### config.mk
export PLATFORM = sky130hd
export DESIGN_NAME = cache_arbiter
export DESIGN_NICKNAME = d
export VERILOG_FILES = /design/src/rtl/cache_ctrl_pkg.sv /design/src/rtl/rr_arbiter_2.sv /design/src/rtl/cache_arbiter.sv
export SDC_FILE = /design/constraint.sdc
export NUM_CORES = 1
export LEC_CHECK = 0
export BUFFER_PORTS_ARGS = -buffer_cell sky130_fd_sc_hd__buf_4
export CORE_AREA = 2 2 149 224
export DETAILED_ROUTE_END_ITERATION = 8
export DIE_AREA = 0 0 151 226
export SKIP_CTS_REPAIR_TIMING = 1
export SLEW_MARGIN = 0
export SYNTH_ARGS = -nofsm -noshare
export SYNTH_HDL_FRONTEND = slang
export SYNTH_SLANG_ARGS = --single-unit
### constraint.sdc
create_clock -name clk -period 2.37 [get_ports clk]
set_clock_uncertainty 0.15 [all_clocks]
set_input_delay 0 -clock clk [delete_from_list [all_inputs] [get_ports clk]]
set_output_delay 0 -clock clk [all_outputs]
set_load 0.05 [all_outputs]
### src/rtl/cache_ctrl_pkg.sv
// Shared types and constants for the cache arbiter/sequencer.
// Latency: n/a (types only).
// Backpressure: n/a.
package cache_ctrl_pkg;

    typedef enum logic [2:0] {
        IDLE,
        LOOKUP,
        REFILL,
        FILL,
        WRITE,
        RESP
    } arb_state_t;

    localparam int PORT_IF = 0;
    localparam int PORT_LS = 1;
    localparam int PERF_W  = 32;

    // One-hot response vector for a latched port index.
    function automatic logic [1:0] port_onehot(input logic port);
        return port ? 2'b10 : 2'b01;
    endfunction

endpackage

### src/rtl/rr_arbiter_2.sv
// Two-input round-robin arbiter; the port not granted last wins a conflict.
// Latency: combinational.
// Backpressure: none; the caller qualifies the grant with its own state.
module rr_arbiter_2 (
    input  logic [1:0] req,
    input  logic       last_grant,
    output logic [1:0] grant
);

    // Lone requester always wins; on conflict favour the other port.
    always_comb begin
        grant = req;
        if (req == 2'b11) begin
            grant = last_grant ? 2'b01 : 2'b10;
        end
    end

endmodule

### src/rtl/cache_arbiter.sv
// Shares one cache lookup port between fetch and LSU, sequences refill and write-through; optional CACHE_ARB_PERF_EN counters.
// Latency: read hit 2 cycles after accept, miss ack+2, write ack+1; one transaction in flight.
// Backpressure: req_ready only in IDLE to the arbitration winner; rsp_valid cannot be stalled.
module cache_arbiter
    import cache_ctrl_pkg::*;
#(
    parameter int ADDR_W = 32,
    parameter int DATA_W = 32
) (
    input  logic                  clk,
    input  logic                  rst_n,
    input  logic [1:0]            req_valid,
    output logic [1:0]            req_ready,
    input  logic [1:0]            req_we,
    input  logic [2*ADDR_W-1:0]   req_addr,
    input  logic [2*DATA_W-1:0]   req_wdata,
    output logic [1:0]            rsp_valid,
    output logic [DATA_W-1:0]     rsp_rdata,
    output logic [ADDR_W-1:0]     cache_addr,
    output logic                  cache_lookup,
    input  logic                  cache_hit,
    input  logic [DATA_W-1:0]     cache_rdata,
    output logic                  cache_fill,
    output logic [DATA_W-1:0]     cache_fill_data,
    output logic                  mem_req,
    output logic                  mem_we,
    output logic [ADDR_W-1:0]     mem_addr,
    output logic [DATA_W-1:0]     mem_wdata,
    input  logic                  mem_ack,
    input  logic [DATA_W-1:0]     mem_rdata
`ifdef CACHE_ARB_PERF_EN
    ,
    output logic [PERF_W-1:0]     perf_hits,
    output logic [PERF_W-1:0]     perf_misses,
    output logic [PERF_W-1:0]     perf_stalls
`endif
);

    arb_state_t        state_q;
    logic              port_q;
    logic              we_q;
    logic              last_grant_q;
    logic [ADDR_W-1:0] addr_q;
    logic [DATA_W-1:0] wdata_q;
    logic [DATA_W-1:0] data_q;
    logic [1:0]        rsp_valid_q;
    logic [DATA_W-1:0] rsp_rdata_q;
    logic              cache_lookup_q;
    logic              mem_req_q;
    logic              mem_we_q;
    logic [ADDR_W-1:0] mem_addr_q;
    logic [DATA_W-1:0] mem_wdata_q;

    logic [1:0]        grant;
    logic              win_ls;
    logic              lookup_wr_hit;
    logic              unused_we_if;

    // Fetch port is read-only; its write-enable bit is intentionally dropped.
    assign unused_we_if = req_we[PORT_IF];

    rr_arbiter_2 u_arb (
        .req        (req_valid),
        .last_grant (last_grant_q),
        .grant      (grant)
    );

    assign req_ready = (state_q == IDLE) ? grant : 2'b00;
    assign win_ls    = grant[PORT_LS];

    // Write hits update the line in place during the lookup cycle itself.
    assign lookup_wr_hit   = (state_q == LOOKUP) && we_q && cache_hit;
    assign cache_fill      = lookup_wr_hit || (state_q == FILL);
    assign cache_fill_data = (state_q == FILL) ? data_q :
                             lookup_wr_hit     ? wdata_q : '0;

    assign cache_addr   = addr_q;
    assign cache_lookup = cache_lookup_q;
    assign rsp_valid    = rsp_valid_q;
    assign rsp_rdata    = rsp_rdata_q;
    assign mem_req      = mem_req_q;
    assign mem_we       = mem_we_q;
    assign mem_addr     = mem_addr_q;
    assign mem_wdata    = mem_wdata_q;

    // Transaction sequencer with registered strobes; pulses default low each cycle.
    always_ff @(posedge clk or negedge rst_n) begin
        if (!rst_n) begin
            state_q        <= IDLE;
            port_q         <= 1'b0;
            we_q           <= 1'b0;
            last_grant_q   <= 1'b1;
            addr_q         <= '0;
            wdata_q        <= '0;
            data_q         <= '0;
            rsp_valid_q    <= 2'b00;
            rsp_rdata_q    <= '0;
            cache_lookup_q <= 1'b0;
            mem_req_q      <= 1'b0;
            mem_we_q       <= 1'b0;
            mem_addr_q     <= '0;
            mem_wdata_q    <= '0;
        end else begin
            cache_lookup_q <= 1'b0;
            rsp_valid_q    <= 2'b00;
            case (state_q)
                IDLE: begin
                    if (|req_ready) begin
                        port_q         <= win_ls;
                        we_q           <= win_ls & req_we[PORT_LS];
                        addr_q         <= win_ls ? req_addr[2*ADDR_W-1:ADDR_W]
                                                 : req_addr[ADDR_W-1:0];
                        wdata_q        <= win_ls ? req_wdata[2*DATA_W-1:DATA_W]
                                                 : req_wdata[DATA_W-1:0];
                        last_grant_q   <= win_ls;
                        cache_lookup_q <= 1'b1;
                        state_q        <= LOOKUP;
                    end
                end
                LOOKUP: begin
                    if (we_q) begin
                        mem_req_q   <= 1'b1;
                        mem_we_q    <= 1'b1;
                        mem_addr_q  <= addr_q;
                        mem_wdata_q <= wdata_q;
                        state_q     <= WRITE;
                    end else if (cache_hit) begin
                        data_q      <= cache_rdata;
                        rsp_valid_q <= port_onehot(port_q);
                        rsp_rdata_q <= cache_rdata;
                        state_q     <= RESP;
                    end else begin
                        mem_req_q   <= 1'b1;
                        mem_we_q    <= 1'b0;
                        mem_addr_q  <= addr_q;
                        state_q     <= REFILL;
                    end
                end
                REFILL: begin
                    if (mem_ack) begin
                        mem_req_q <= 1'b0;
                        data_q    <= mem_rdata;
                        state_q   <= FILL;
                    end
                end
                FILL: begin
                    rsp_valid_q <= port_onehot(port_q);
                    rsp_rdata_q <= data_q;
                    state_q     <= RESP;
                end
                WRITE: begin
                    if (mem_ack) begin
                        mem_req_q   <= 1'b0;
                        mem_we_q    <= 1'b0;
                        rsp_valid_q <= port_onehot(port_q);
                        rsp_rdata_q <= '0;
                        state_q     <= RESP;
                    end
                end
                RESP: begin
                    state_q <= IDLE;
                end
                default: begin
                    state_q <= IDLE;
                end
            endcase
        end
    end

`ifdef CACHE_ARB_PERF_EN
    logic [PERF_W-1:0] perf_hits_q;
    logic [PERF_W-1:0] perf_misses_q;
    logic [PERF_W-1:0] perf_stalls_q;
    logic              lookup_rd;
    logic              stall;

    assign lookup_rd = (state_q == LOOKUP) && !we_q;
    assign stall     = |(req_valid & ~req_ready);

    // Saturating event counters for read hits/misses and blocked requests.
    always_ff @(posedge clk or negedge rst_n) begin
        if (!rst_n) begin
            perf_hits_q   <= '0;
            perf_misses_q <= '0;
            perf_stalls_q <= '0;
        end else begin
            if (lookup_rd && cache_hit && (perf_hits_q != '1))
                perf_hits_q <= perf_hits_q + 1'b1;
            if (lookup_rd && !cache_hit && (perf_misses_q != '1))
                perf_misses_q <= perf_misses_q + 1'b1;
            if (stall && (perf_stalls_q != '1))
                perf_stalls_q <= perf_stalls_q + 1'b1;
        end
    end

    assign perf_hits   = perf_hits_q;
    assign perf_misses = perf_misses_q;
    assign perf_stalls = perf_stalls_q;
`endif

endmodule

==> impl_metrics.csv <==
group,metric,value,unit
outcome,status,"complete, but fails checks",
outcome,violations,"hold timing",
synthesis,ys_seq_area_share,53.2,%
cells_and_area,final_util,48.5,%
worst_hold_path,holdPathEnd,"cache_lookup",
route,first_pass_iters,4,
worst_hold_path,min-delay-start,"req_valid[1]",
synthesis,async_reset_ff_share,100,%
critical_path,regToRegSetupSlack,120,ps
cells_and_area,syn_to_final_growth,63.6,%
floorplanning,die_width,151,um
critical_path,crit_path_max_fanout,17,
timing,fin_ws,78.7,ps
floorplanning,fp.dieArea,34100,um2
pwr,vdd_drop_max,0.000856,V
global_routing,grt_pass1_vias,8116,
floorplanning,rows,81,
timing,finalCritPeriodShare,96.7,%
clock_network,htreeDepth,1,
pwr,comb_power_share,55.9,%
cells_and_area,antenna_cells,0,
route,vias,8674,
worst_hold_path,hold_class,"in -> reg",
critical_path,required,2220,ps
timing,relSlewSlack,54.7,%
clock_network,cts_tree,"yes",
clock_network,clkLatencyLatePin,520,ps
synthesis,synth_top_flop_cell,"dfrtp_1",
timing,fmax,436,MHz
clock_network,cts.path.max_buffers,3,
floorplanning,die_y,226,um
pwr,sw_frac_of_total,46.8,%
critical_path,start_kind,"flop",
critical_path,cp_slowest_cell,"dfrtp_1",
pwr,p_per_area,1420,nW/um2
route,drc,0,
critical_path,slowest_delay,400,ps
pwr,switchingPower,0.0104,W
timing,finalSetupViolCount,0,
critical_path,path_buf_inv,3,
floorplanning,core,32200,um2
placement,hpwlAfterDp,22.4,mm
critical_path,crit_path_cell_trace,"buf_6 > nand2b_1 > nor2_1 > and3_4 > buf_12 > a22o_1 > buf_6",
timing,timing.hold.ws,-14.0,ps
global_routing,grt_pass1_wl,46.5,mm
timing,slew_violations,0,
cells_and_area,fin_nets,1595,
synthesis,syn_area,9560,um2
cells_and_area,final_common_cell,"buf_4",
critical_path,cp-end-kind,"primary output",
synthesis,yosysUniqueCellTypes,41,
critical_path,reg2reg_to,"wdata_q[7]",
synthesis,syn_nets,1034,
placement,io_buffers,366,
timing,worst_pin_slew,679,ps
critical_path,cp_common_cell,"buf_6",
route,antenna_left,0,
pwr,total_power,0.0222,W
synthesis,synth-edff-count,0,
critical_path,rr_worst_depth,5,
synthesis,syn_avg_cell_area,11.5,um2
global_routing,grt_max_degree,74,
clock_network,numCtsBuffers,22,
route,drtIter0Drc,383,
global_routing,antenna_found_initial,0,
synthesis,syn_inst,834,
floorplanning,initial_core_util,29.7,%
cells_and_area,final_cell_mix,"388 x buf_4, 200 x dfrtp_1, 199 x dlygate4sd3_1",
flow_run,cap_violations,0,
pwr,leakagePower,7.34,nW
clock_network,cts_root_buf,"clkbuf_16",
placement,pre_cts_ws,253,ps
synthesis,ys.warnings.count,0,
pwr,power_frac_seq,28.6,%
route,wire_per_inst,18.4,um
route,via_per_inst,4.76,
route,wl,33.6,mm
critical_path,crit_type,"reg -> out",
timing,hold_viol_final,1,
synthesis,ys_seq_elements,203,
global_routing,grt_use_total,17.7,%
clock_network,clk_pin_slew,60,ps
floorplanning,ioPinCount,368,
cells_and_area,drive_above_1_share,38.8,%
critical_path,r2r_start,"last_grant_q",
pwr,power.share.clock,15.5,%
placement,place_congestion,0.811,
clock_network,cts_sinks,203,
worst_hold_path,worstHoldPathCells,4,
timing,period_minus_slack,2290,ps
critical_path,cp_top_family,"buffers and inverters",
critical_path,crit_arrival,2140,ps
global_routing,grt.overflow.total,0,
pwr,internal_power,0.0118,W
-- synth_stat cells (all sizes together), types with 2 or more instances --
cell      n  share of area [%]
nand2b    5               0.33
o22ai    32                2.1
nor2b     2               0.13
mux2i    96                 10
buf      49                3.3
a22o     33                3.0
inv       3               0.12
mux2     96                 12
nor2     68                2.7
nand3b    4               0.35
and2      3               0.20
dfrtp   202                 53
nand2    71                2.8
a21oi    73                3.9
clkbuf   16               0.64
o21ai    67                3.5
o31ai     2               0.16
-- per-layer routing --
layer	wire length [um]	track usage, %	vias to the layer above	share of wire, %
met5	0	0	-	0
met4	1110	6.66	0	3.3
met3	1640	3.45	68	4.9
met2	18000	32.7	291	54
met1	12900	19.8	4223	38
li1	-	-	4092	-
-- worst max path at each step --
stage | start | to | slack (ps) | cells after the start
floorplan | state_q[1] | req_ready[0] | 610 | 4
global placement | state_q[2] | cache_addr[4] | 310 | 5
detailed placement | state_q[2] | cache_addr[19] | 250 | 5
CTS | state_q[2] | cache_fill_data[8] | -220 | 6
global route | state_q[0] | cache_fill_data[21] | -20 | 7
finish | state_q[0] | cache_fill_data[8] | 80 | 7
-- power by group through the flow --
stage / Clock, W / Sequential, W / Combinational (W)
3_5_place_dp: 0 / 0.00643 / 0.0119
4_1_cts: 0.00357 / 0.00639 / 0.0119
5_1_grt: 0.00368 / 0.00657 / 0.0132
2_1_floorplan: 0 / 0.00971 / 0.00472
3_3_place_gp: 0 / 0.00636 / 0.0118
6_report: 0.00345 / 0.00635 / 0.0124
-- logic make-up (layout without fill, tap and decap cells) --
logic type / count (synthesis) / count (layout) / share of synthesized area, %
muxes: 192 / 192 / 22.5
and+or+nand+nor: 159 / 159 / 7.08
buffers and inverters: 68 / 643 / 4.07
DFF: 203 / 203 / 53.2
AOI/OAI and AO/OA: 212 / 212 / 13.1
-- flip-flops by register name, indices dropped and copies added, names as in the netlist, 2 cells and up --
name        flops
data_q         32
rsp_valid       2
state_q         3
cache_addr     32
rsp_rdata      32
wdata_q        32
mem_addr       32
mem_wdata      32
-- worst reg2reg max path: cells and delay by family, from the launching register on --
| family | cells | cell delay [ps] |
|---|---|---|
| compound gates | 2 | 270 |
| flops | 1 | 390 |
| buf+inv | 2 | 980 |
| mux | 1 | 310 |
-- through the flow --
step / cell area [um2] / hold WS (ps) / cells / setup TNS [ps]
after global routing: 15600 / 34.1 / 1824 / -345
after detailed placement: 12800 / -135 / 1579 / 0
final: 15600 / -14.0 / 1824 / 0
after global placement: 12800 / -138 / 1579 / 0
after CTS: 13500 / -686 / 1617 / -5560
after floorplan: 9560 / -446 / 834 / 0
-- layout make-up --
type | instances | area, um2
clock buffers | 34 | 667
inverters | 3 | 11.3
multi-input cells | 563 | 4130
flip-flops and latches | 203 | 5080
repair buffers | 602 | 5180
clock inverters | 4 | 51.3
fillers | 2879 | 16600
well taps | 415 | 519
Power figures use the tool's default switching activity.
